--- config.mk ---
export PLATFORM = sky130hd
export DESIGN_NAME = idu_issue_q
export DESIGN_NICKNAME = d
export VERILOG_FILES = /design/src/rtl/idu_issue_q.sv
export SDC_FILE = /design/constraint.sdc
export NUM_CORES = 1
export LEC_CHECK = 0
export ABC_AREA = 1
export CAP_MARGIN = 20
export CORE_MARGIN = 3
export CORE_UTILIZATION = 55
export DETAILED_ROUTE_END_ITERATION = 7
export HOLD_SLACK_MARGIN = 0.02
export PLACE_DENSITY = 0.79
export SLEW_MARGIN = 5
export SYNTH_ARGS = -nofsm -noshare
export SYNTH_HDL_FRONTEND = slang
export SYNTH_SLANG_ARGS = --single-unit
--- constraint.sdc ---
create_clock -name clock -period 9.5 [get_ports clock]
set_input_delay 1.9 -clock clock [delete_from_list [all_inputs] [get_ports clock]]
set_output_delay 1.9 -clock clock [all_outputs]
set_load 0.05 [all_outputs]
--- src/rtl/idu_issue_q.sv ---
// Decode/issue queue: DEPTH-entry {pc, inst} FIFO with a per-register pending-write scoreboard.
// Optional macro IDU_WB_BYPASS_EN lets the hazard check see this cycle's writeback retire.
module idu_issue_q #(
  parameter int XLEN  = 32,
  parameter int DEPTH = 2,
  parameter int NREG  = 32,
  parameter int CNT_W = 2
) (
  input  logic                     clock,
  input  logic                     reset,
  input  logic                     valid_pre_i,
  output logic                     ready_pre_o,
  input  logic [XLEN-1:0]          pc_i,
  input  logic [31:0]              inst_i,
  output logic                     valid_post_o,
  input  logic                     ready_post_i,
  output logic [XLEN-1:0]          pc_o,
  output logic [31:0]              inst_o,
  output logic [4:0]               rs1_o,
  output logic [4:0]               rs2_o,
  output logic [4:0]               rd_o,
  output logic                     rd_wen_o,
  input  logic                     wb_retire_i,
  input  logic [4:0]               wb_rd_i,
  input  logic                     flush_i,
  output logic [$clog2(DEPTH):0]   count_o,
  output logic                     stall_o
);

  localparam int PW = $clog2(DEPTH);
  localparam int CW = PW + 1;

  localparam logic [6:0] OP_LOAD   = 7'b0000011;
  localparam logic [6:0] OP_OPIMM  = 7'b0010011;
  localparam logic [6:0] OP_AUIPC  = 7'b0010111;
  localparam logic [6:0] OP_STORE  = 7'b0100011;
  localparam logic [6:0] OP_OP     = 7'b0110011;
  localparam logic [6:0] OP_LUI    = 7'b0110111;
  localparam logic [6:0] OP_BRANCH = 7'b1100011;
  localparam logic [6:0] OP_JALR   = 7'b1100111;
  localparam logic [6:0] OP_JAL    = 7'b1101111;
  localparam logic [6:0] OP_SYSTEM = 7'b1110011;

  logic [XLEN-1:0]              pc_q   [DEPTH];
  logic [31:0]                  inst_q [DEPTH];
  logic [PW-1:0]                wptr_q, wptr_d, rptr_q, rptr_d;
  logic [CW-1:0]                count_q, count_d;
  logic [NREG-1:0][CNT_W-1:0]   cnt_q, cnt_d, cnt_eff;

  logic [31:0] head_inst;
  logic [6:0]  opcode;
  logic [2:0]  funct3;
  logic        uses_rs1, uses_rs2, writes, rd_wen;
  logic        empty, full, hazard, enq, issue;

  // Register 0 is never tracked, so it always reads as zero pending writes.
  function automatic logic [CNT_W-1:0] cnt_at(input logic [NREG-1:0][CNT_W-1:0] v,
                                              input logic [4:0] r);
    cnt_at = '0;
    for (int i = 1; i < NREG; i++)
      if (r == 5'(i)) cnt_at = v[i];
  endfunction

  // Saturating up/down step; simultaneous inc and dec cancel.
  function automatic logic [CNT_W-1:0] sat_step(input logic [CNT_W-1:0] c,
                                                input logic inc, input logic dec);
    sat_step = c;
    if (inc && !dec && c != '1)      sat_step = c + 1'b1;
    else if (dec && !inc && c != '0) sat_step = c - 1'b1;
  endfunction

  assign head_inst = inst_q[rptr_q];
  assign opcode    = head_inst[6:0];
  assign funct3    = head_inst[14:12];
  assign pc_o      = pc_q[rptr_q];
  assign inst_o    = head_inst;
  assign rs1_o     = head_inst[19:15];
  assign rs2_o     = head_inst[24:20];
  assign rd_o      = head_inst[11:7];

  always_comb begin
    uses_rs1 = 1'b0;
    uses_rs2 = 1'b0;
    writes   = 1'b0;
    unique case (opcode)
      OP_LOAD, OP_OPIMM:  begin uses_rs1 = 1'b1; writes = 1'b1; end
      OP_STORE, OP_BRANCH: begin uses_rs1 = 1'b1; uses_rs2 = 1'b1; end
      OP_OP:              begin uses_rs1 = 1'b1; uses_rs2 = 1'b1; writes = 1'b1; end
      OP_JALR:            begin uses_rs1 = 1'b1; writes = 1'b1; end
      OP_LUI, OP_AUIPC, OP_JAL: writes = 1'b1;
      OP_SYSTEM: begin
        uses_rs1 = (funct3 == 3'd1) || (funct3 == 3'd2) || (funct3 == 3'd3);
        writes   = (funct3 != 3'd0);
      end
      default: ;
    endcase
  end

  assign rd_wen   = writes && (rd_o != 5'd0);
  assign rd_wen_o = rd_wen;

  always_comb begin
    cnt_eff = cnt_q;
`ifdef IDU_WB_BYPASS_EN
    for (int i = 1; i < NREG; i++)
      if (wb_retire_i && wb_rd_i == 5'(i) && cnt_q[i] != '0)
        cnt_eff[i] = cnt_q[i] - 1'b1;
`endif
  end

  assign hazard = (uses_rs1 && cnt_at(cnt_eff, rs1_o) != '0) ||
                  (uses_rs2 && cnt_at(cnt_eff, rs2_o) != '0) ||
                  (rd_wen   && cnt_at(cnt_eff, rd_o)  == '1);

  assign empty        = (count_q == '0);
  assign full         = (count_q == CW'(DEPTH));
  assign ready_pre_o  = !full;
  assign valid_post_o = !empty && !hazard && !flush_i;
  assign stall_o      = !empty && hazard;
  assign count_o      = count_q;
  assign enq          = valid_pre_i && !full && !flush_i;
  assign issue        = valid_post_o && ready_post_i;

  always_comb begin
    wptr_d  = enq   ? wptr_q + 1'b1 : wptr_q;
    rptr_d  = issue ? rptr_q + 1'b1 : rptr_q;
    count_d = count_q + CW'(enq) - CW'(issue);
    if (flush_i) begin
      wptr_d  = '0;
      rptr_d  = '0;
      count_d = '0;
    end
    cnt_d    = cnt_q;
    cnt_d[0] = '0;
    for (int i = 1; i < NREG; i++)
      cnt_d[i] = sat_step(cnt_q[i], issue && rd_wen && rd_o == 5'(i),
                          wb_retire_i && wb_rd_i == 5'(i));
  end

  always_ff @(posedge clock or posedge reset) begin
    if (reset) begin
      wptr_q  <= '0;
      rptr_q  <= '0;
      count_q <= '0;
      cnt_q   <= '0;
    end else begin
      wptr_q  <= wptr_d;
      rptr_q  <= rptr_d;
      count_q <= count_d;
      cnt_q   <= cnt_d;
    end
  end

  always_ff @(posedge clock or posedge reset) begin
    if (reset) begin
      for (int i = 0; i < DEPTH; i++) begin
        pc_q[i]   <= '0;
        inst_q[i] <= '0;
      end
    end else if (enq) begin
      pc_q[wptr_q]   <= pc_i;
      inst_q[wptr_q] <= inst_i;
    end
  end

endmodule

==> metrics, run 1 <==
Layout area overhead=17.6%; die width=roughly 160 um; GP Congestion=1.07; Slew HR=a little under two fifths; post-DR wirelength/cell=16.2 um; clock slew seen by the registers of the worst setup and hold paths=70 ps; core area=0.0222 mm2; final instance area=between 0.01 and 0.015 mm2; PortBufs=159; initial antenna violation count=0; Post-DRT Antenna Nets=0; hpwl dp=29300 um; final setup fails=0; IO Count=160; GR Util All Layers=31.6%; layout net count=2154; switching share of total power=between 40% and 50%; final setup TNS=0 ps; Hold Path Class=reg -> reg; Final Hold Fails=0; Worst-Skew Late Latency=450 ps; first-pass GRT wire length=62100 um; Clock Power Share=19.9%; sequential area share after synthesis=38.4%; combinational power share=47.6%; sequential share of power=32.5%; mean area per synthesized cell=6.42 um2; placed standard-cell area=0.0143 mm2; Synth cell types=41; CTS buffer count=17; Final Cycle Share=78.2%; first drt pass iteration count=6; die area=0.0249 mm2; Root Buffer Master=clkbuf_16; largest fanout on the critical path=53; crit-path max cell delay=830 ps; die span in y=158 um; status=completed; Pwr Density=247 mW/mm2; Slowest-stage cell, CP=clkdlybuf4s50_1; setup repair bufs after CTS=0; Clock Path Buffers=2; detailed-route vias per instance=5.40; leak pwr=0.00723 uW; net switching component of the power=about 1800 uW; maxcap violations=0; Slew Limit Fails=0; Starting Density=56.9%; DRC=0; Post-CTS Hold Fix Bufs=0; DRT iter0 DRCs=1271; Yosys Warn Count=0; Critical Path End Type=output pin; largest cells by area after synthesis=dfrtp_1 (38%), nand2_1 (22%), inv_1 (8.7%); ys flop type=dfrtp_1; H-tree depth=4; EDFF count, synth=0; share of post-route cells with drive strength above 1=5.17%; Post-Syn Instances=1970; most used cell, CP=nand2_1; post-CTS sizing=0; synthesized area=roughly 0.013 mm2; n_diodes=0; Worst Path Required=7600 ps; fillcell total=1973; CP Class=reg -> out; post-synthesis async set-or-reset flop share=100%; TritonCTS clock tree=done; number of global-route vias before repair=approximately 12k; Tightest Pin Transition=927 ps; area leader, netlist=dfrtp_1; Vias=12.8k; top-area cell type share of the netlist area=38.4%; total grt overflow=0; WHS=482 ps; std cell rows=54; Sink Count=194; Worst setup SP type=register; Peak VDD IR=0.232 mV; f_max=135 MHz; DRT Wirelength=38500 um; fin util=66.9%; RSZ-0062 raised after global routing=false; multi-input logic area=0.00625 mm2; synthesized flop and latch total=approximately 190; pin count of the biggest net entering global routing=around 130; Worst Path Arrival=about 5500 ps; Setup Skew=16.3 ps; Period minus WS final=7430 ps; Int Pwr=1900 uW; Synthesized Nets=2047; Reg area=0.00486 mm2
[cells in the final DEF, fill, tap and decap left out, drive strengths merged]
master         instances
or2                   10
a32o                   1
a22oi                  1
nand4                 51
a31o                   2
o21bai                 1
o2111ai                2
nand3b                29
nor2                 193
nand2                737
inv                  311
o21ai                163
clkdlybuf4s50        159
nor4                   2
clkinv                 9
nand3                117
buf                   10
xor2                   1
ha                     2
clkbuf                17
dfrtp                194
a31oi                  4
a21boi                 1
a21oi                 51
a21o                   1
a41oi                  1
o211ai                 1
nor3                  17
xnor2                  1
[logic make-up (layout without fill, tap and decap cells)]
logic type | Yosys count | after routing | synth area share, %
buffers and inverters | 387 | 506 | 12.5
AND/OR/NAND/NOR | 1156 | 1156 | 39.3
adder cells (fa/ha/maj) | 2 | 2 | 0.198
XOR/XNOR | 2 | 2 | 0.139
AO/OA/AOI/OAI | 229 | 229 | 9.48
flip-flops | 194 | 194 | 38.4
[critical path: cells and delay by family, from the launching register on]
kind          cells  cell delay (ps)
buf+inv           6             2140
flops             1              600
simple gates     27             2300
[layout make-up]
cell class | count | share of cell area, %
Clock buffer | 17 | 2.86
Clock inverter | 14 | 1.09
Inverter | 306 | 7.77
Multi-Input combinational cell | 1389 | 42.0
Sequential cell | 194 | 32.7
Tap cell | 280 | 2.36
Timing Repair Buffer | 169 | 11.3
[registers in the layout (all words and copies together), names as in the netlist]
name	cells
wptr_q	1
rptr_q	1
count_o	2
pc_q	64
cnt_eff	62
inst_q	64
[power by group through the flow]
stage	clock network [uW]	registers (uW)	logic, uW
after floorplan	0	1160	1260
after global placement	0	1190	1710
after detailed placement	0	1200	1740
after CTS	736	1190	1740
after global routing	775	1220	1900
final	730	1190	1750
[per-layer routing]
layer	up-vias	track usage [%]	share of wire (%)
met1	5945	43.6	43
met5	-	0	0
li1	6302	-	-
met2	479	49.3	45
met4	0	11.5	3.3
met3	66	6.59	8.4
[synth_stat cells (all sizes together), types with 10 or more instances]
library cell / number
or2: 10
a21oi: 51
nand2: 737
nand4: 51
nor2: 193
buf: 35
o21ai: 163
nor3: 17
clkbuf: 46
nand3: 117
nand3b: 29
dfrtp: 194
inv: 305
[path summary, 6_finish.rpt]
check                            from           end  slack [ps]  cells past startpoint
setup / recovery               rptr_q  valid_post_o        2070                     33
hold / removal             inst_q[45]    inst_q[45]         480                      2
setup reg to reg               rptr_q    count_o[1]        3710                     38
hold reg to reg            inst_q[45]    inst_q[45]         480                      2
max in group asynchronous       reset   cnt_eff[26]        6120                      3
min in group asynchronous       reset    cnt_eff[4]        1990                      2
[metrics by stage]
step / setup WS [ps] / total power [uW] / cells
2_1_floorplan: 2320 / 2420 / 1970
3_3_place_gp: 2620 / 2910 / 2337
3_5_place_dp: 2560 / 2940 / 2338
4_1_cts: 2080 / 3670 / 2369
5_1_grt: 1520 / 3890 / 2369
6_report: 2070 / 3670 / 2369
Note: power is estimated with default switching activity, not from simulation.
==> inputs of run 2 (changes only) <==
==> constraint.sdc (replaced) <==
create_clock -name clock -period 7.18 [get_ports clock]
set_input_delay 1.436 -clock clock [delete_from_list [all_inputs] [get_ports clock]]
set_output_delay 1.436 -clock clock [all_outputs]
set_load 0.05 [all_outputs]
==> run 2 against run 1 <==
Against the previous run: clock skew increased by 4.1 ps; cell area up 0.56%; wire length is 1.3% higher; register-to-register slack worse by 1900 ps; largest cell class unchanged; largest power group unchanged; highest routed layer is now met5.
==> metrics, run 2 (synthesized netlist as in run 1, its figures left out) <==
pin count of the biggest net entering global routing=roughly 100; post-CTS sizing=0; GP Congestion=1.05; most common cell after layout, fill and taps aside=nand2_1; Pwr Density=329 mW/mm2; largest fanout on the critical path=32; GR Util All Layers=between 30% and 40%; Hold Path Class=reg -> reg; post-DR wirelength/cell=16.4 um; maxcap violations=0; CP startpoint=rptr_q; status=completed; net switching component of the power=2380 uW; Final Hold Fails=0; Worst setup SP type=register; PortBufs=159; detailed-route vias per instance=5.42; layout net count=2157; leak pwr=0.00726 uW; commonest cells after routing, fill and taps aside=nand2_1 (728), inv_1 (292), dfrtp_1 (193), nor2_1 (191), clkdlybuf4s50_1 (159); Clock Power Share=20.5%; die area=0.0249 mm2; Worst Path Required=5740 ps; Sink Count=between 150 and 200; share of post-route cells with drive strength above 1=between 5 and 6%; Critical Path End Type=output pin; setup repair bufs after CTS=0; final setup fails=0; Starting Density=56.9%; most used cell, CP=nand2_1; fin util=67.3%; Vias=12.9k; Int Pwr=2530 uW; Peak VDD IR=around 0.24 mV; sequential share of power=32.0%; RSZ-0062 raised after global routing=false; number of global-route vias before repair=12.1k; DRC=0; DP Cell Count=2340; Critical R2R Launch=rptr_q; Worst Hold End=inst_q[13]; Setup Skew=20.4 ps; TritonCTS clock tree=done; Tightest Pin Transition=924 ps; first-pass GRT wire length=62200 um; CP Class=reg -> out; clock slew seen by the registers of the worst setup and hold paths=80 ps; DRT Wirelength=~39000 um; combinational power share=between 40 and 50%; Crit path buffers/inverters=5; initial antenna violation count=1; Hold Path Origin=inst_q[13]; Reg2Reg Depth=35; first drt pass iteration count=6; Post-Layout Cell Count=2373; DRT iter0 DRCs=approximately 1.2k; Top Family by Delay on Critical Path=simple AND/OR/NAND/NOR gates; std cell rows=54; total grt overflow=0; final setup TNS=0 ps; placed standard-cell area=0.0143 mm2; core area=approximately 0.022 mm2; R2R setup slack=1800 ps; Post-CTS Hold Fix Bufs=0; Slew HR=37.9%; hpwl dp=29700 um; die width=158 um; Final Cycle Share=93.1%; f_max=150 MHz; Worst-Skew Late Latency=around 450 ps; die span in y=approximately 160 um; CTS buffer count=17; final instance area=about 0.015 mm2; H-tree depth=4; Clock Path Buffers=2; Worst Path Arrival=5250 ps; IO Count=160; Period minus WS final=about 6700 ps; Layout area overhead=18.2%; Slew Limit Fails=0; n_diodes=0; switching share of total power=48.4%; crit-path max cell delay=just over 800 ps; Slowest-stage cell, CP=clkdlybuf4s50_1; Root Buffer Master=clkbuf_16; Post-DRT Antenna Nets=0; worst r2r dst=cnt_eff[36]; total power=4920 uW; hold path depth=2
[run 2: cell types whose count changed in the layout (fill, tap and decap cells not counted), sizes merged]
cell      delta
clkinvlp     +1
clkinv       -2
clkbuf       +1
buf          +3
inv          +1
[run 2: worst max-delay path by stage]
stage / end / slack, ps / cells after the start
floorplan: cnt_eff[10] / 460 / 1
global placement: valid_post_o / 1040 / 30
detailed placement: valid_post_o / 1040 / 30
CTS: valid_post_o / 510 / 30
global route: valid_post_o / 2 / 30
finish: valid_post_o / 490 / 30
[run 2: worst min-delay path, stage by stage (launching register included)]
cell and delay (ps):
dfrtp_1 340, nand2_1 50, o21ai_0 60
[run 2: through the flow]
| stage | hold WS [ps] | setup slack, ps |
|---|---|---|
| CTS | 484 | 507 |
| detailed placement | 465 | 1040 |
| global placement | 461 | 1040 |
| finish | 482 | 492 |
| global route | 509 | 1.84 |
| floorplan | 445 | 460 |
[run 2: per-layer routing]
metal | GRT usage (%) | share of wire, % | vias to the layer above
met3 | 7.35 | 8.6 | 77
met5 | 0 | 0.033 | -
met2 | 50.8 | 45 | 535
li1 | - | - | 6322
met1 | 42.5 | 43 | 5936
met4 | 11.5 | 3.5 | 2
[run 2: power groups by stage]
stage               Combinational [uW]  Sequential (uW)  Clock [uW]
finish                            2330             1570        1010
global route                      2530             1610        1060
detailed placement                2310             1590           0
CTS                               2320             1570        1020
floorplan                         1670             1530           0
global placement                  2290             1580           0
[run 2: cell type report]
class | instances | area (um2)
Fill cell | 1960 | 7280
Multi-Input combinational cell | 1389 | 6250
Sequential cell | 194 | 4860
Timing Repair Buffer | 172 | 1720
Inverter | 306 | 1160
Clock buffer | 18 | 429
Tap cell | 280 | 350
Clock inverter | 14 | 196
==> inputs of run 3 (changes only) <==
--- a/config.mk
+++ b/config.mk
@@ -6,6 +6,7 @@
 export NUM_CORES = 1
 export LEC_CHECK = 0
 export ABC_AREA = 1
+export ABC_CLOCK_PERIOD_IN_PS = 7180
 export CAP_MARGIN = 20
 export CORE_MARGIN = 3
 export CORE_UTILIZATION = 55
==> results of run 3 <==
Final layout, timing and power as in run 2 (identical DEF).
